`src/rtl/alu_seq.sv`:
```
// Sequential ALU: single-cycle arithmetic/logic ops, multi-cycle bit-serial shifts,
// valid/ready handshake on both sides with optional signed saturation.
module alu_seq #(
    parameter int          WIDTH   = 16,
    parameter int          SHAMT_W = 4,
    parameter int unsigned SAT     = 0
) (
    input  logic               clk,
    input  logic               rst_n,
    input  logic               in_valid,
    output logic               in_ready,
    input  logic [2:0]         op,
    input  logic [WIDTH-1:0]   a,
    input  logic [WIDTH-1:0]   b,
    input  logic [SHAMT_W-1:0] shamt,
    output logic               out_valid,
    input  logic               out_ready,
    output logic [WIDTH-1:0]   result,
    output logic [2:0]         flags,
    output logic               busy
);

    localparam logic [2:0] OP_ADD  = 3'b000;
    localparam logic [2:0] OP_SUB  = 3'b001;
    localparam logic [2:0] OP_NAND = 3'b010;
    localparam logic [2:0] OP_XOR  = 3'b011;
    localparam logic [2:0] OP_INC  = 3'b100;

    localparam logic [WIDTH-1:0] ONE     = WIDTH'(1);
    localparam logic [WIDTH-1:0] SAT_MAX = {1'b0, {(WIDTH-1){1'b1}}};
    localparam logic [WIDTH-1:0] SAT_MIN = {1'b1, {(WIDTH-1){1'b0}}};

    typedef enum logic [1:0] {
        IDLE,
        SHIFT,
        DONE
    } state_t;

    state_t             state_q;
    logic [WIDTH-1:0]   result_q;
    logic [2:0]         flags_q;
    logic [SHAMT_W-1:0] shiftCnt_q;
    logic [1:0]         shiftOp_q;
    logic               outValid_q;

    logic [WIDTH-1:0]   arith_d;
    logic [WIDTH-1:0]   aluResult_d;
    logic               aluV_d;
    logic               isShift_d;
    logic [WIDTH-1:0]   shiftStep_d;

    assign isShift_d = (op[2] == 1'b1) && (op[1:0] != 2'b00);

    // Overflow and saturation are decided from the operand sign, so the
    // saturated value is the extreme on the side of a.
    always_comb begin
        arith_d     = a + b;
        aluResult_d = '0;
        aluV_d      = 1'b0;
        case (op)
            OP_ADD: begin
                arith_d = a + b;
                aluV_d  = (a[WIDTH-1] == b[WIDTH-1]) && (arith_d[WIDTH-1] != a[WIDTH-1]);
            end
            OP_SUB: begin
                arith_d = a - b;
                aluV_d  = (a[WIDTH-1] != b[WIDTH-1]) && (arith_d[WIDTH-1] != a[WIDTH-1]);
            end
            OP_INC: begin
                arith_d = a + ONE;
                aluV_d  = !a[WIDTH-1] && arith_d[WIDTH-1];
            end
            default: arith_d = a + b;
        endcase
        case (op)
            OP_NAND: aluResult_d = ~(a & b);
            OP_XOR:  aluResult_d = a ^ b;
            default: aluResult_d = arith_d;
        endcase
        if (SAT != 0 && aluV_d) begin
            aluResult_d = a[WIDTH-1] ? SAT_MIN : SAT_MAX;
        end
    end

    always_comb begin
        case (shiftOp_q)
            2'b01:   shiftStep_d = {result_q[WIDTH-1], result_q[WIDTH-1:1]};
            2'b10:   shiftStep_d = {1'b0, result_q[WIDTH-1:1]};
            default: shiftStep_d = {result_q[WIDTH-2:0], 1'b0};
        endcase
    end

    // Flags are written only on the transition into DONE for a non-shift op.
    always_ff @(posedge clk or negedge rst_n) begin
        if (!rst_n) begin
            state_q    <= IDLE;
            result_q   <= '0;
            flags_q    <= 3'b000;
            shiftCnt_q <= '0;
            shiftOp_q  <= 2'b00;
            outValid_q <= 1'b0;
        end else begin
            case (state_q)
                IDLE: begin
                    if (in_valid) begin
                        shiftOp_q <= op[1:0];
                        if (isShift_d && shamt != '0) begin
                            state_q    <= SHIFT;
                            result_q   <= a;
                            shiftCnt_q <= shamt;
                        end else if (isShift_d) begin
                            state_q    <= DONE;
                            result_q   <= a;
                            outValid_q <= 1'b1;
                        end else begin
                            state_q    <= DONE;
                            result_q   <= aluResult_d;
                            flags_q    <= {aluResult_d == '0, aluV_d, aluResult_d[WIDTH-1]};
                            outValid_q <= 1'b1;
                        end
                    end
                end
                SHIFT: begin
                    result_q   <= shiftStep_d;
                    shiftCnt_q <= shiftCnt_q - 1'b1;
                    if (shiftCnt_q == SHAMT_W'(1)) begin
                        state_q    <= DONE;
                        outValid_q <= 1'b1;
                    end
                end
                DONE: begin
                    if (out_ready) begin
                        state_q    <= IDLE;
                        outValid_q <= 1'b0;
                    end
                end
                default: begin
                    state_q    <= IDLE;
                    outValid_q <= 1'b0;
                end
            endcase
        end
    end

    assign in_ready  = (state_q == IDLE);
    assign busy      = (state_q != IDLE);
    assign out_valid = outValid_q;
    assign result    = result_q;
    assign flags     = flags_q;

endmodule

```
`config.mk`:
```
export PLATFORM = sky130hd
export DESIGN_NAME = alu_seq
export DESIGN_NICKNAME = d
export VERILOG_FILES = /design/src/rtl/alu_seq.sv
export SDC_FILE = /design/constraint.sdc
export NUM_CORES = 1
export LEC_CHECK = 0
export ABC_AREA = 1
export CAP_MARGIN = 15
export CORE_UTILIZATION = 45
export CTS_CLUSTER_DIAMETER = 60
export DETAILED_ROUTE_END_ITERATION = 6
export PLACE_DENSITY = 0.65
export SLEW_MARGIN = 20
export SYNTH_ARGS = -nofsm -noshare
export SYNTH_HDL_FRONTEND = slang
export SYNTH_SLANG_ARGS = --single-unit
```
`constraint.sdc`:
```
create_clock -name clk -period 2.98 [get_ports clk]
set_input_delay 0.745 -clock clk [delete_from_list [all_inputs] [get_ports clk]]
set_output_delay 0.745 -clock clk [all_outputs]
set_load 0.1 [all_outputs]
```
## Yosys cells after proc, flatten, opt, wreduce, memory -nomap -nowiden

Index checks and enable logic that the tools add are counted.

| cells by class | value |
|---|---|
| multiplexer cells | 21 |
| equal/unequal tests | 19 |
| $add $sub $neg | 4 |
| bitwise logic cells | 5 |
| reduce and logical (&&, ||, !) cells | 20 |

Operators with widths:

| cell | number |
|---|---|
| $pmux W16 S2 | 4 |
| $mux W16 | 3 |
| $add A16 B1 Y16 const B | 1 |
| $add A16 B16 Y16 | 1 |
| $and A16 B16 Y16 | 1 |
| $logic_not A16 Y1 | 1 |
| $not A16 Y16 | 1 |
| $sub A16 B16 Y16 | 1 |
| $xor A16 B16 Y16 | 1 |
| $ne A2 B2 Y1 const B | 5 |
| $reduce_and A3 Y1 | 3 |
| $mux W2 | 4 |
| $mux W4 | 2 |
| $pmux W4 S2 | 1 |
| $reduce_and A4 Y1 | 2 |
| $eq A3 B2 Y1 const B | 2 |
| $pmux W1 S3 | 2 |
| $pmux W2 S3 | 1 |
| $reduce_bool A2 Y1 | 3 |
| $logic_and A1 B1 Y1 | 5 |
| $eq A2 B1 Y1 const B | 2 |
| $eq A2 B2 Y1 const B | 2 |
| $eq A4 B1 Y1 const B | 1 |
| $mux W1 | 4 |
| 12 further kinds | 16 |

| storage, ports and cells | value |
|---|---|
| output and inout bits | 22 |
| bits in registers | 28 |
| input port bits | 43 |
| logic and storage cells | 76 |

## Depth between registers and ports, before layout

| logic depth | value |
|---|---|
| depth in word-level cells | 7 |
| mapped depth | 20 |
| mapped depth without buffers | 20 |

## Least setup slack after synthesis

Ideal clock, no wire load.

| path | value |
|---|---|
| path type | register to register |
| from | reg state_q[1] |
| to | reg shiftCnt_q[1] |
| arrival | 2643 ps |
| cell stages (with the launch flop) | 7 |
| buffers on the path | 0 |
| library setup time | 131 ps |
| data required time | 2849 ps |
| clock period less this slack | 2774 ps |
| slack | 206 ps |
| cell sequence | dfrtp_1 > nor2_2 > inv_1 > nor2_1 > a21oi_2 > o211ai_1 > o21ai_0 |

| on the way | value |
|---|---|
| cells in the longest elaborated chain, start to end | 3 |
| elaborated cells on any way between the ends | 7 |

Ends and longest elaborated chain:

| item | RTL line | RTL |
|---|---|---|
| start, declared | 39 | `state_t state_q;` |
| start signal, assigned | 96 | `state_q <= IDLE;` |
| start signal, assigned | 108 | `state_q <= SHIFT;` |
| start signal, assigned | 112 | `state_q <= DONE;` |
| $logic_not A2 Y1 * | - |  |
| via in_ready | 11 | `output logic in_ready,` |
| $ne A2 B1 Y1 (no line) (tied with other cells) | - |  |
| $reduce_and A3 Y1 (no line) | - |  |
| end signal, assigned | 110 | `shiftCnt_q <= shamt;` |
| end signal, assigned | 125 | `shiftCnt_q <= shiftCnt_q - 1'b1;` |
| end, declared | 42 | `logic [SHAMT_W-1:0] shiftCnt_q;` |

Mark *: on every way through the listed nets, which the timed path passes. The rest lies on a longest branch.
A chain may end at the register's enable or synchronous reset.

## Worst setup path after layout

| path | value |
|---|---|
| from | in b[3] |
| to | reg result_q[13] (netlist: result[13]) |

| on the way | value |
|---|---|
| cells in the longest elaborated chain, start to end | 7 |
| elaborated cells on any way between the ends | 8 |

Ends and longest elaborated chain:

| item | RTL line | RTL |
|---|---|---|
| start, declared | 14 | `input logic [WIDTH-1:0] b,` |
| $add A16 B16 Y16 / $sub A16 B16 Y16 (equally long branches) | 62, 73, 66 |  |
| $pmux W16 S2 * | 60 | `case (op)` |
| $pmux W16 S2 * | 75 | `case (op)` |
| $mux W16 * | 111 | `end else if (isShift_d) begin` |
| $mux W16 * | 107 | `if (isShift_d && shamt != '0) begin` |
| $mux W16 * | 105 | `if (in_valid) begin` |
| $pmux W16 S2 * | 103 | `case (state_q)` |
| end signal, assigned | 117 | `result_q <= aluResult_d;` |
| end signal, assigned | 124 | `result_q <= shiftStep_d;` |
| end, declared | 40 | `logic [WIDTH-1:0] result_q;` |

Mark *: on every way between the ends. The rest lies on a longest branch, timed or not. The select of a mux whose other input is x is not followed.

==> qor.csv <==
metric;value;unit
outcome;complete, no violations;
grt_max_degree;29;
initial_core_util;46.69;%
post-route-period-util;95.57;%
portBuffers;64;
post-place-cells;1162;
htree_levels;1;
synthArstFlopShare;100.0;%
maxSlewViolCount;0;
drive_above_1_share;20.08;%
syn_inst;878;
cts_tree;yes;
cts_hold_buf;0;
hold-path-cell-count;2;
worstHoldStart;flags[1]$_DFFE_PN0P_;
path_max_fanout;6;
ys_types;40;
whs_endpoint;flags[1]$_DFFE_PN0P_;
ios;65;
netlist.area_leader.share;19.61;%
synth_edf_count;0;
setup.worst_path.start_class;input pin;
power_frac_seq;17.0;%
vias_per_cell;5.488;
drt_iter0_markers;677;
antenna_found_initial;0;
numCtsBuffers;3;
fillers;1034;
design_area;0.006690;mm2
core_area;0.01037;mm2
r2r_start;shiftOp_q[0]$_DFFE_PN0P_;
yosysSeqAreaShare;14.47;%
grt_overflow;0;
final_antenna_net_count;0;
cp_data_arrival_time;3.06;ns
reg2reg_depth;6;
diodes;0;
drt-pass1-iter-count;5;
r2r_slack;0.67;ns
multi_input_area;0.003630;mm2
grt_pass1_wl;28350;um
finalCriticalPeriod;2.848;ns
route.detailed.drc;0;
p_sw;0.002550;W
postSynthAreaPerCell;5.515;um2
grt_pass1_vias;5814;
p_leak;3.641;nW
critPathKind;in2reg;
finalClockSkew;0.004178;ns
yosys_register_bits;28;
min_path_type;reg2reg;
p_per_area;625.0;mW/mm2
setup_viol;0;
chipHeight;105.7;um
regArea;700.7;um2
syn_area;0.004842;mm2
synth_top_area_cell;nand2_1;
dp_hpwl;14850;um
die-area;0.01118;mm2
p_int;0.001631;W
r2r-end;result[7]$_DFFE_PN0P_;
rows;37;
final_cell_count_no_fill;1167;
cts_root_buf;clkbuf_8;
worstPathRequired;3.20;ns
synth_fp_nets;961;
whs;0.5090;ns
yosys_warnings;0;
clock_path_buffers;2;
insertion_delay;0.28;ns
yosys_most_used_dff;dfrtp_1;
vias;6405;
critPathCaptureType;flop;
finalHoldViolations;0;
placed_area;0.006331;mm2
cts.sinks;28;
finalPower;0.004181;W
switching_share;60.98;%
die_x;105.7;um
layout.nets;1115;
synth_area_leaders;nand2_1 20%, dfrtp_1 14%, inv_1 12%, nand3_1 11%, ha_1 9.8%;
power_frac_clock;7.2;%
p_comb_share;75.8;%
post-route-util;64.52;%
slew_headroom;62.99;%
gp_congestion;0.9771;
clock.fmax;0.3511;GHz
max-cap-violations;0;
worst_pin_slew;0.5545;ns
wire_per_inst;15.60;um
wl;18210;um
gr-usage-all-layers;31.86;%
area_growth;38.17;%
vdd_ir_drop_max;0.0007469;V
clk_pin_slew_worst_paths;0.09;ns
synthesized netlist by cell type (all sizes together) (2+ instances only):
cell and count:
xor2 3, nand3 103, clkbuf 11, o211ai 6
nand2 258, buf 18, a31oi 2, o21bai 6
a21oi 39, o21ai 51, o221ai 7, nor2 91
and2 2, nor3 11, o22ai 8, nand4 20
fa 2, a22oi 8, ha 38, inv 158
dfrtp 28
power groups by stage:
| stage | Combinational (W) | Clock, W | Sequential [W] |
|---|---|---|---|
| 2_1_floorplan | 0.00133 | 0 | 0.00155 |
| 3_3_place_gp | 0.00303 | 0 | 0.000707 |
| 3_5_place_dp | 0.00306 | 0 | 0.000720 |
| 4_1_cts | 0.00309 | 0.000300 | 0.000711 |
| 5_1_grt | 0.00340 | 0.000317 | 0.000735 |
| 6_report | 0.00317 | 0.000300 | 0.000713 |
metal layers:
layer	share of wire [%]	GRT usage, %	vias up
met5	0	0	-
met4	4.1	10.81	0
met3	6.6	2.597	56
met2	44	51.73	290
met1	45	44.23	2922
li1	-	-	3137
through the flow:
step	setup slack (ns)	setup TNS, ns
finish	0.1319	0
global route	-0.03053	-0.03053
CTS	0.002887	0
detailed placement	-0.3165	-3.424
global placement	-0.2902	-2.961
floorplan	0.2065	0
final cells by class:
type,count,area share (%)
well taps,136,2.543
repair buffers,178,22.74
clock inverters,1,0.4488
multi-input cells,662,54.25
clock buffers,3,0.6172
inverters,159,8.921
flip-flops and latches,28,10.47
state kept, by name (all words and copies together) (netlist names):
| register | cells |
|---|---|
| shiftCnt_q | 4 |
| result | 16 |
| flags | 3 |
| state_q | 2 |
| out_valid | 1 |
| shiftOp_q | 2 |
critical path: stages:
cell and delay [ns]:
clkdlybuf4s50_1 0.47, inv_1 0.05, ha_2 0.37, nand2_1 0.13, nor2_1 0.15, nand2_1 0.10, nand3_2 0.10, nand2_1 0.08
nand3_1 0.11, nand2_1 0.08, nor2_2 0.15, nor2_1 0.06, nor2_1 0.10, nor2_1 0.06, o21bai_1 0.15, nand2_1 0.07
nand2_1 0.07
how the worst max path moves through the flow:
stage | cells after the start | slack (ns) | startpoint | endpoint
floorplan | 6 | 0.21 | state_q[1]$_DFFE_PN0P_ | shiftCnt_q[1]$_DFFE_PN0P_
global placement | 14 | -0.29 | a[8] | result[11]$_DFFE_PN0P_
detailed placement | 16 | -0.32 | a[1] | result[15]$_DFFE_PN0P_
CTS | 17 | 0.003 | a[1] | flags[2]$_DFFE_PN0P_
global route | 17 | -0.03 | b[3] | result[13]$_DFFE_PN0P_
finish | 17 | 0.13 | b[3] | result[13]$_DFFE_PN0P_
kinds of logic after synthesis:
family	Yosys count	share of synthesized area, %
AOI/OAI and AO/OA	131	15.89
xor gates and xnor gates	3	0.5427
adders and majority gates	40	10.65
buffers and inverters	188	15.48
DFF	28	14.47
and+or+nand+nor	488	42.97
layout by cell type, fill, tap and decap left out, types with 20 or more instances in the layout:
| cell | synthesis | layout |
|---|---|---|
| nor2_1 | 85 | 75 |
| nand4_1 | 20 | 20 |
| nand2_1 | 253 | 243 |
| o21ai_0 | 49 | 49 |
| dfrtp_1 | 28 | 28 |
| buf_4 | 4 | 131 |
| ha_1 | 38 | 26 |
| nand3_1 | 102 | 97 |
| clkdlybuf4s50_1 | 0 | 28 |
| inv_1 | 152 | 151 |
| a21oi_1 | 36 | 32 |
repair_timing:
action                     CTS  global route
gates cloned                 0             0
pin swaps                    0            10
resized for setup            4            69
buffers inserted             0             1
setup endpoints to repair    4            15
(Power assumes the default switching activity.)
